<file path="src/rtl/coeff_recomposer.sv">
`default_nettype none
// ============================================================================
// Module   : coeff_recomposer
// Purpose  : Rebuilds Dilithium coefficients r = (r1*alpha + r0) mod Q per lane
//            in a two-stage valid/ready pipeline. Optional sticky range flag
//            err_o is enabled by defining RECOMP_RANGE_CHK_EN.
// Revision : 1.0
// ============================================================================
module coeff_recomposer #(
    parameter int          OUTPUT_W = 4,
    parameter int          COEFF_W  = 24,
    parameter logic [22:0] Q        = 23'd8380417,
    parameter logic [17:0] N1       = 18'd190464,
    parameter logic [18:0] N2       = 19'd523776
) (
    input  logic                          clk,
    input  logic                          rst,
    input  logic [2:0]                    sec_lvl,
    input  logic                          valid_i,
    output logic                          ready_i,
    input  logic [OUTPUT_W*COEFF_W-1:0]   dia,
    input  logic [OUTPUT_W*COEFF_W-1:0]   dib,
    output logic [OUTPUT_W*COEFF_W-1:0]   dout,
    output logic                          valid_o,
    input  logic                          ready_o
`ifdef RECOMP_RANGE_CHK_EN
    ,
    output logic                          err_o
`endif
);

    localparam logic [COEFF_W-1:0] c_q     = COEFF_W'(Q);
    localparam logic [COEFF_W:0]   c_q_ext = {1'b0, c_q};
    localparam logic [COEFF_W-1:0] c_n1    = COEFF_W'(N1);
    localparam logic [COEFF_W-1:0] c_n2    = COEFF_W'(N2);

    // Multiplication by an elaboration-time constant: collapses to a fixed
    // set of shifted adds, one per set bit of k.
    function automatic logic [COEFF_W-1:0] f_mul_const(input logic [COEFF_W-1:0] x,
                                                       input logic [COEFF_W-1:0] k);
        logic [COEFF_W-1:0] acc;
        acc = '0;
        for (int i = 0; i < COEFF_W; i++) begin
            if (k[i]) acc = acc + (x << i);
        end
        return acc;
    endfunction

    logic w_lvl2;
    logic w_s2_load;
    logic w_s1_adv;
    logic w_accept;
    logic r_s1_valid;
    logic r_valid_o;

    assign w_lvl2    = (sec_lvl == 3'b010);
    assign w_s2_load = !r_valid_o || ready_o;
    assign w_s1_adv  = r_s1_valid && w_s2_load;
    assign ready_i   = rst && (!r_s1_valid || w_s2_load);
    assign w_accept  = valid_i && ready_i;
    assign valid_o   = r_valid_o;

    always_ff @(posedge clk or negedge rst) begin
        if (!rst) begin
            r_s1_valid <= 1'b0;
        end else if (w_accept) begin
            r_s1_valid <= 1'b1;
        end else if (w_s1_adv) begin
            r_s1_valid <= 1'b0;
        end
    end

    always_ff @(posedge clk or negedge rst) begin
        if (!rst) begin
            r_valid_o <= 1'b0;
        end else if (w_s2_load) begin
            r_valid_o <= r_s1_valid;
        end
    end

`ifdef RECOMP_RANGE_CHK_EN
    localparam logic [COEFF_W-1:0] c_r1_max1 = (c_q - COEFF_W'(1)) / c_n1 - COEFF_W'(1);
    localparam logic [COEFF_W-1:0] c_r1_max2 = (c_q - COEFF_W'(1)) / c_n2 - COEFF_W'(1);
    logic [OUTPUT_W-1:0] w_lane_bad;
`endif

    generate
        for (genvar k = 0; k < OUTPUT_W; k++) begin : g_lane
            logic [COEFF_W-1:0] w_r1;
            logic [COEFF_W-1:0] w_r0;
            logic [COEFF_W-1:0] w_p;
            logic [COEFF_W:0]   w_sum;
            logic [COEFF_W:0]   w_red;
            logic [COEFF_W-1:0] r_p;
            logic [COEFF_W-1:0] r_r0;
            logic [COEFF_W-1:0] r_out;

            assign w_r1 = dia[k*COEFF_W +: COEFF_W];
            assign w_r0 = dib[k*COEFF_W +: COEFF_W];
            assign w_p  = w_lvl2 ? f_mul_const(w_r1, c_n1) : f_mul_const(w_r1, c_n2);

            always_ff @(posedge clk or negedge rst) begin
                if (!rst) begin
                    r_p  <= '0;
                    r_r0 <= '0;
                end else if (w_accept) begin
                    r_p  <= w_p;
                    r_r0 <= w_r0;
                end
            end

            // In-range operands keep s below 2Q, so a single subtract reduces it.
            assign w_sum = {1'b0, r_p} + {1'b0, r_r0};
            assign w_red = (w_sum >= c_q_ext) ? (w_sum - c_q_ext) : w_sum;

            always_ff @(posedge clk or negedge rst) begin
                if (!rst) begin
                    r_out <= '0;
                end else if (w_s1_adv) begin
                    r_out <= w_red[COEFF_W-1:0];
                end
            end

            assign dout[k*COEFF_W +: COEFF_W] = r_out;

`ifdef RECOMP_RANGE_CHK_EN
            assign w_lane_bad[k] = (w_lvl2 ? (w_r1 > c_r1_max1) : (w_r1 > c_r1_max2))
                                   || (w_r0 >= c_q);
`endif
        end
    endgenerate

`ifdef RECOMP_RANGE_CHK_EN
    logic r_err;

    always_ff @(posedge clk or negedge rst) begin
        if (!rst) begin
            r_err <= 1'b0;
        end else if (w_accept && (|w_lane_bad)) begin
            r_err <= 1'b1;
        end
    end

    assign err_o = r_err;
`endif

endmodule
`default_nettype wire
</file>
<file path="config.mk">
export PLATFORM = sky130hd
export DESIGN_NAME = coeff_recomposer
export DESIGN_NICKNAME = d
export VERILOG_FILES = /design/src/rtl/coeff_recomposer.sv
export SDC_FILE = /design/constraint.sdc
export NUM_CORES = 1
export LEC_CHECK = 0
export CAP_MARGIN = 20
export CORE_MARGIN = 3
export CORE_UTILIZATION = 53
export CTS_CLUSTER_SIZE = 12
export DETAILED_ROUTE_END_ITERATION = 12
export MAX_ROUTING_LAYER = met4
export PLACE_DENSITY = 0.76
export REMOVE_ABC_BUFFERS = 1
export SETUP_SLACK_MARGIN = 0.2
export SYNTH_ARGS = -nofsm -noshare
export SYNTH_HDL_FRONTEND = slang
export SYNTH_SLANG_ARGS = --single-unit
</file>
<file path="constraint.sdc">
create_clock -name clk -period 3.5 [get_ports clk]
set_clock_uncertainty 0.2 [all_clocks]
set_input_delay 0.875 -clock clk [delete_from_list [all_inputs] [get_ports clk]]
set_output_delay 0.875 -clock clk [all_outputs]
set_load 0.05 [all_outputs]
</file>
* Word-level counts from Yosys, hierarchy flattened *
Cells that the tools add are included.

word-level totals
  input port bits = 199
  bits in writable memories = 0
  logic and storage cells = 97
  bits in latches = 0
  ROM bits = 0
  flip-flop bits (word level) = 290
  memories = 0

operators by class
  reductions and logical operators = 8
  mux-type cells = 10
  multiply operators = 0
  divide/modulo/power cells = 0
  equality and inequality tests = 1
  add/sub/neg operators = 60
  bitwise logic cells = 0
  shift operators = 0
  $lt $le $gt $ge = 4

operator list
  kind                    count
  $add 24x24->24          52
  $mux 24                 8
  $add 24x24->25          4
  $ge 25x23->1 const B    4
  $sub 24x23->24 const B  4
  $eq 3x2->1 const B      1
  $logic_and 1x1->1       3
  $logic_not 1->1         2
  $logic_or 1x1->1        2
  $mux 1                  2
  $reduce_bool 2->1       1

* Longest topological paths before layout *
Gate-level depths: netlist (run 1).

  depth after elaboration = 10
  gate-level depth with buffers = 21

* Least setup slack after synthesis (run 1) *
No wires, ideal clock.

  path type = in2reg
  from = input dia[24]
  to = register g_lane[1].r_p[23]
  library setup time = 0.077 ns
  arrival time = 5.001 ns
  required time = 3.223 ns
  cell stages on the path = 21
  slack = -1.778 ns
  path through = fa_1 -> xor2_1 -> ha_1 -> nand2b_1 -> inv_1 -> fa_1 -> inv_1 -> ha_1 -> ha_1 -> ha_1 -> fa_1 -> a21oi_1 -> nor2_1 -> nor2_1 -> o21bai_1 -> a21oi_1 -> o21bai_1 -> a21oi_1 -> xnor2_1 -> nand2_1 -> a21oi_1

on the way
  cells in the longest elaborated chain, start to end = 10
  elaborated cells between the ends (all ways) = 14
  classes of those cells = add/sub (13); mux (1)

RTL lines
  item                          RTL line  RTL
  from (decl)                   21        input logic [OUTPUT_W*COEFF_W-1:0] dia,
  $add 24x24->24 (9 in series)  44        if (k[i]) acc = acc + (x << i);
  $mux 24 (*)                   100       assign w_p = w_lvl2 ? f_mul_const(w_r1, c_n1) : f_mul_const(w_r1, c_n2);
  to (signal assigned)          107       r_p <= w_p;
  to (decl)                     94        logic [COEFF_W-1:0] r_p;

Every way passes the cells marked *; elsewhere a longest branch is shown, timed or not.
A chain may end at the register's enable or synchronous reset.

* Worst setup path in the final report (run 1) *
  from = input dia[1]
  to = register g_lane[0].r_p[23]

on the way
  cells in the longest elaborated chain, start to end = 10
  elaborated cells between the ends (all ways) = 14
  classes of those cells = add/sub (13); mux (1)

RTL lines
  item                          RTL line
  $add 24x24->24 (9 in series)  44
  $mux 24 (*)                   100
  to (signal assigned)          107
  to (decl)                     94

Marks and branches as above.

==> results of run 1 <==
[layer usage]
layer  routed length (um)  part of all wire (%)  vias to the layer above  GRT usage, %
li1                     -                     -                    10300             -
met1                32500                    38                    11600          38.0
met2                43900                    52                     1005          54.3
met3                 4820                   5.7                      283          3.39
met4                 3720                   4.4                        0          9.74
met5                    0                     0                        -             -
[registers in the layout, indices dropped and copies added (netlist names)]
| name | count |
|---|---|
| g_lane.r_r0 | 96 |
| r_s1_valid | 1 |
| g_lane.r_p | 60 |
| valid_o | 1 |
| g_lane.r_out | 96 |
[synthesized netlist by cell type (all sizes together), types with 19 or more instances]
master,instances
nand3,34
nand2,525
o21bai,31
xor2,70
nor3,31
nand2b,20
a211oi,19
clkbuf,62
xnor2,220
nor2,129
a21oi,112
inv,230
dfrtp,254
ha,232
a21o,54
a31oi,39
o21ai,163
fa,240
[stage by stage]
step	hold WS [ns]	area [um2]	setup slack [ns]
finish	0.277	36600	-1.42
global route	0.297	36600	-1.52
CTS	0.283	34500	-1.30
detailed placement	0.264	30700	-2.41
global placement	0.256	30700	-2.30
floorplan	0.245	24400	-1.90
[worst max-delay path by stage]
stage	from	to	slack [ns]	depth (start not counted)
finish	dia[1]	g_lane[0].r_p[23]	-1.42	20
global route	dia[49]	g_lane[2].r_p[23]	-1.52	23
CTS	dia[26]	g_lane[1].r_p[23]	-1.30	20
detailed placement	dia[0]	g_lane[0].r_p[23]	-2.41	22
global placement	dia[24]	g_lane[1].r_p[23]	-2.30	22
floorplan	sec_lvl[0]	g_lane[0].r_p[18]	-1.90	3
[cell usage in the layout, fill, tap and decap left out, types with 11 or more instances in the layout]
cell               n
clkdlybuf4s50_1  208
clkbuf_16         28
a21oi_1           62
xnor2_1          162
inv_2             26
xnor2_2           45
fa_2              38
nand3_1           25
o21ai_0           27
nor2_1           101
nor2_4            19
a21o_1            52
nor3_1            19
buf_12            19
xor2_2            22
dfrtp_1          249
fa_1             202
a211oi_2          11
nand2_1          511
inv_1            196
xor2_1            45
a21oi_4           11
buf_6            107
o21ai_1          121
o21bai_1          23
a31oi_1           34
buf_8             12
o21ai_2           11
nand2b_1          13
xnor2_4           13
buf_2             21
buf_4            376
o21a_1            14
a21oi_2           39
ha_4              71
ha_1             157
[cell families after synthesis]
logic type,after synthesis
multiplexers,7
flip-flops,254
AO/OA/AOI/OAI,494
adder cells (fa/ha/maj),472
buffers and inverters,308
XOR/XNOR,290
AND/OR/NAND/NOR,848
[worst min-delay path, stage by stage (launching register included)]
cell     delay [ns]
dfrtp_1        0.34
nand2_1        0.05
nand2_1        0.05
[layout make-up]
class	instances	area [um2]
multi-input cells	2112	20700
fillers	2485	9190
repair buffers	766	7000
flip-flops and latches	254	6360
inverters	230	891
clock buffers	36	751
well taps	600	751
clock inverters	11	169
[repair_timing]
action / CTS / global route
gates resized for setup: 606 / 346
endpoints found under the setup margin: 136 / 133
setup buffers: 79 / 60
pin swaps: 352 / 335
gates cloned: 3 / 0
==> reports/results.tsv, run 1 <==
stage	metric	value	unit
grt	track_usage	31.1	%
status	violations	setup timing	
finish	final_net_count	4063	
cts	cts.clk_slew.worst_paths	0.06	ns
placed_design	dp_cells	3819	
hold_path	hold_end	g_lane[1].r_r0[17]	
drt	drtPass1Iterations	5	
synthesis	synth-async-reset-ratio	100	%
synthesis	synthXorXnorAreaFrac	10.3	%
grt	grt-ovfl-total	0	
cts	tritoncts	yes	
cts	root_buffer	clkbuf_16	
floorplan	pin_count	297	
grt	grt_pass1_vias	23800	
setup_path	cp.arrival	5.21	ns
finish	layout-drive-gt1-share	31.5	%
synthesis	synth_top_area_cell	dfrtp_1	
synthesis	ys_seq_area_share	25.7	%
grt	grt_pass1_wl	122000	um
setup_path	reg2reg_slack	-0.12	ns
synthesis	mappedNetlistArea	24800	um2
drt	vias_per_cell	5.79	
setup_path	path_class	in2reg	
setup_path	path_delay_family	adder cells	
grt	grt_antenna_before_repair	0	
timing	fin_ws	-1.42	ns
finish	synthToLayoutAreaGrowth	47.8	%
setup_path	rr_startpoint	g_lane[3].r_r0[9]	
cts	hold_buffers	0	
synthesis	synth-compound-area-share	12.6	%
hold_path	hold_depth	2	
setup_path	cp_max_fo	5	
drt	wl_per_cell	21.2	um
setup_path	end_kind	register	
setup_path	critPathBufInv	5	
placed_design	gp_congestion	0.941	
drt	num_vias	23200	
status	status	finished with violations	
finish	instances_no_fill	4009	
timing	fin_setup_tns	-32.19	ns
timing	finalMaxSlewViolations	0	
synthesis	synthMuxAreaShare	0.313	%
cts	numCtsBuffers	28	
cts	insertion_delay	0.56	ns
drt	drtIter0Drc	1753	
setup_path	critical_path.most_common_cell	fa_1	
synthesis	yosysTopAreaCellShare	25.7	%
cts	cts_buffer_depth	3	
cts	cts_sinks	254	
setup_path	crit_slowest_cell	fa_1	
synthesis	synth_area_leaders	dfrtp_1 (26%), fa_1 (19%), ha_1 (12%), nand2_1 (8.0%), xnor2_1 (7.8%)	
grt	grt_max_degree	144	
drt	drc	0	
placed_design	dp_hpwl	54100	um
hold_path	hold_start	g_lane[1].r_r0[17]	
synthesis	syn-mean-instance-area	9.26	um2
setup_path	cp_slowest_stage_delay	0.58	ns
timing	rsz0062_at_grt	yes	
job	cap_violations	0	
setup_path	reg2regPathDepth	14	
floorplan	core	45800	um2
synthesis	ys_ff_latch	254	
floorplan	die_w	222	um
synthesis	synthCells	2673	
synthesis	synth_adder_area_share	31.1	%
finish	utilization	79.9	%
timing	hold_viol_final	0	
timing	finalCritPeriodShare	141	%
synthesis	synth-edff-count	0	
finish	diodes	0	
timing	slew_headroom	44.1	%
synthesis	synth-simple-area-share	15.2	%
floorplan	rows	78	
floorplan	die_height	222	um
timing	worstMarginPinSlew	0.839	ns
synthesis	synthFlopType	dfrtp_1	
cts	htreeDepth	1	
floorplan	die-area	49300	um2
hold_path	hp-class	reg2reg	
placed_design	numPortBuffers	260	
setup_path	r2r-end	g_lane[3].r_out[10]	
timing	setup_viol	43	
synthesis	synth_warnings	0	
setup_path	worstPathRequired	3.78	ns
synthesis	synth_top_family_by_area	adder cells	
drt	routed_wl	85000	um
synthesis	yosysUniqueCellTypes	88	
setup_path	critPathLaunchType	primary input	
floorplan	start_util	54.1	%
drt	drtAntennaViolNets	0	
setup_path	path_cells	buf_8 -> buf_6 -> fa_1 -> xor2_1 -> ha_1 -> xnor2_4 -> ha_4 -> fa_1 -> inv_1 -> fa_1 -> inv_2 -> ha_4 -> inv_1 -> o21bai_2 -> a21oi_4 -> o21bai_1 -> a21oi_2 -> xnor2_1 -> nand2_1 -> a21oi_2	
timing	fmax	203	MHz
timing	min_period	4.92	ns
Power of run 1 is not shown: default switching activity piles up to over one toggle a cycle in this logic, so the estimate is an artifact.
==> run 2, diff against run 1 <==
--- a/config.mk
+++ b/config.mk
@@ -8,7 +8,7 @@
 export CAP_MARGIN = 20
 export CORE_MARGIN = 3
 export CORE_UTILIZATION = 53
-export CTS_CLUSTER_SIZE = 12
+export CTS_CLUSTER_SIZE = 20
 export DETAILED_ROUTE_END_ITERATION = 12
 export MAX_ROUTING_LAYER = met4
 export PLACE_DENSITY = 0.76
==> run 2 against run 1 <==
  * The run still ends with setup timing left
  * Worst hold slack got worse by 0.0014 ns
  * Critical path type unchanged
  * First-iteration DRC count rose by 9.5%
  * Wire length shrank 0.68%
==> reports/results.tsv, run 2 (synthesis results as in run 1) <==
stage	metric	value	unit
floorplan	die_w	222	um
cts	root_buffer	clkbuf_16	
setup_path	reg2regPathDepth	13	
timing	slew_headroom	41.4	%
drt	vias_per_cell	5.79	
setup_path	rr_startpoint	g_lane[3].r_r0[9]	
floorplan	core	45800	um2
cts	htreeDepth	1	
cts	cts_sinks	254	
cts	numCtsBuffers	28	
setup_path	cp.arrival	5.19	ns
drt	drtIter0Drc	1920	
timing	rsz0062_at_grt	yes	
floorplan	pin_count	297	
cts	insertion_delay	0.57	ns
finish	final_cell_area	36600	um2
floorplan	die_height	222	um
placed_design	numPortBuffers	260	
setup_path	cp_max_fo	3	
cts	cts.clk_slew.worst_paths	0.06	ns
grt	grt-ovfl-total	0	
grt	track_usage	31.3	%
finish	layout-drive-gt1-share	31.4	%
timing	fmax	204	MHz
setup_path	end_kind	register	
cts	cts_buffer_depth	3	
placed_design	dp_hpwl	54100	um
cts	tritoncts	yes	
timing	worstMarginPinSlew	0.876	ns
setup_path	critPathLaunchType	primary input	
grt	grt_pass1_vias	23800	
finish	final_net_count	4061	
timing	hold_viol_final	0	
finish	reg_top3	g_lane.r_out: 96 flops, g_lane.r_r0: 96 flops, g_lane.r_p: 60 flops	
finish	layout.cells.most_common_list	nand2_1 (512), buf_4 (369), dfrtp_1 (248), clkdlybuf4s50_1 (208), fa_1 (203)	
setup_path	path_class	in2reg	
timing	finalMaxSlewViolations	0	
grt	grt_max_degree	144	
placed_design	dpl_cell_area	30700	um2
drt	drtAntennaViolNets	0	
setup_path	worstPathRequired	3.78	ns
floorplan	rows	78	
status	violations	setup timing	
finish	diodes	0	
timing	finalCritPeriodShare	140	%
timing	fin_ws	-1.41	ns
drt	wl_per_cell	21.0	um
setup_path	critPathLaunch	dia[49]	
job	cap_violations	0	
timing	min_period	4.91	ns
grt	grt_antenna_before_repair	0	
floorplan	die-area	49300	um2
setup_path	worstSetupEndpoint	g_lane[2].r_p[22]	
drt	drtPass1Iterations	7	
setup_path	reg2reg_slack	-0.12	ns
finish	final_common_cell	nand2_1	
finish	synthToLayoutAreaGrowth	47.8	%
hold_path	hp-class	reg2reg	
grt	grt_pass1_wl	123000	um
status	status	finished with violations	
timing	setup_viol	47	
setup_path	r2r-end	g_lane[3].r_out[3]	
floorplan	start_util	54.1	%
placed_design	gp_congestion	0.941	
drt	routed_wl	84400	um
drt	drc	0	
drt	num_vias	23200	
run 2: cell count changes in the layout (fill, tap and decap cells not counted), moves of 3 or more:
cell / previous run / this run
buf_4: 376 / 369
buf_12: 19 / 16
o21ai_2: 11 / 14
xnor2_2: 45 / 42
buf_6: 107 / 115
clkinvlp_4: 1 / 4
run 2: worst min path at each step:
stage	startpoint	cells past startpoint	end
after floorplan	g_lane[0].r_p[9]	2	g_lane[0].r_p[9]
after global placement	g_lane[1].r_p[9]	2	g_lane[1].r_p[9]
after detailed placement	g_lane[1].r_p[9]	2	g_lane[1].r_p[9]
after CTS	g_lane[1].r_p[9]	2	g_lane[1].r_p[9]
after global routing	g_lane[2].r_r0[16]	2	g_lane[2].r_r0[16]
final	g_lane[1].r_p[9]	2	g_lane[1].r_p[9]
run 2: critical path: stages:
cell and delay [ns]:
buf_8 0.10, fa_2 0.62, xor2_4 0.20, ha_4 0.15
nand2b_4 0.13, buf_4 0.13, inv_6 0.04, buf_6 0.11
xnor2_2 0.13, ha_2 0.19, a21o_1 0.17, fa_1 0.50
inv_1 0.06, fa_1 0.51, inv_2 0.05, ha_4 0.27
buf_6 0.09, inv_1 0.05, o21bai_1 0.20, a21oi_1 0.12
xnor2_1 0.22, nand2_1 0.12, a21oi_2 0.14
run 2: per-stage QoR:
stage / std cells / TNS [ns] / hold WS (ns) / setup slack [ns] / utilization, %
after CTS: 3954 / -26.26 / 0.282 / -1.28 / 75.4
after global placement: 3819 / -71.49 / 0.256 / -2.30 / 67.1
after floorplan: 2595 / -259.63 / 0.245 / -1.90 / -
after global routing: 4010 / -37.96 / 0.302 / -1.51 / 79.9
after detailed placement: 3819 / -79.32 / 0.264 / -2.41 / 67.1
final: 4010 / -31.85 / 0.276 / -1.41 / 79.9
run 2: repair_timing:
action,CTS,global route
setup endpoints to repair,136,133
endpoints found under the hold margin,0,0
pin swaps,373,345
gates resized for setup,617,350
hold buffers,0,0
gates cloned,3,0
setup buffers,82,55
run 2: area by class of cell:
cell class	count	area (um2)
clock buffer	38	768
inverter	230	893
fill	2470	9200
tap	600	751
clock inverter	12	160
timing repair buffer	764	6980
multi-input combinational	2112	20700
sequential	254	6360
run 2: metal layers:
layer | vias to the layer above | share of wire (%) | global-route usage (%)
li1 | 10300 | - | -
met1 | 11600 | 38 | 38.0
met2 | 971 | 52 | 54.9
met3 | 304 | 5.8 | 3.43
met4 | 0 | 4.7 | 10.3
met5 | - | 0 | -
Power of run 2 is left out for the same reason.
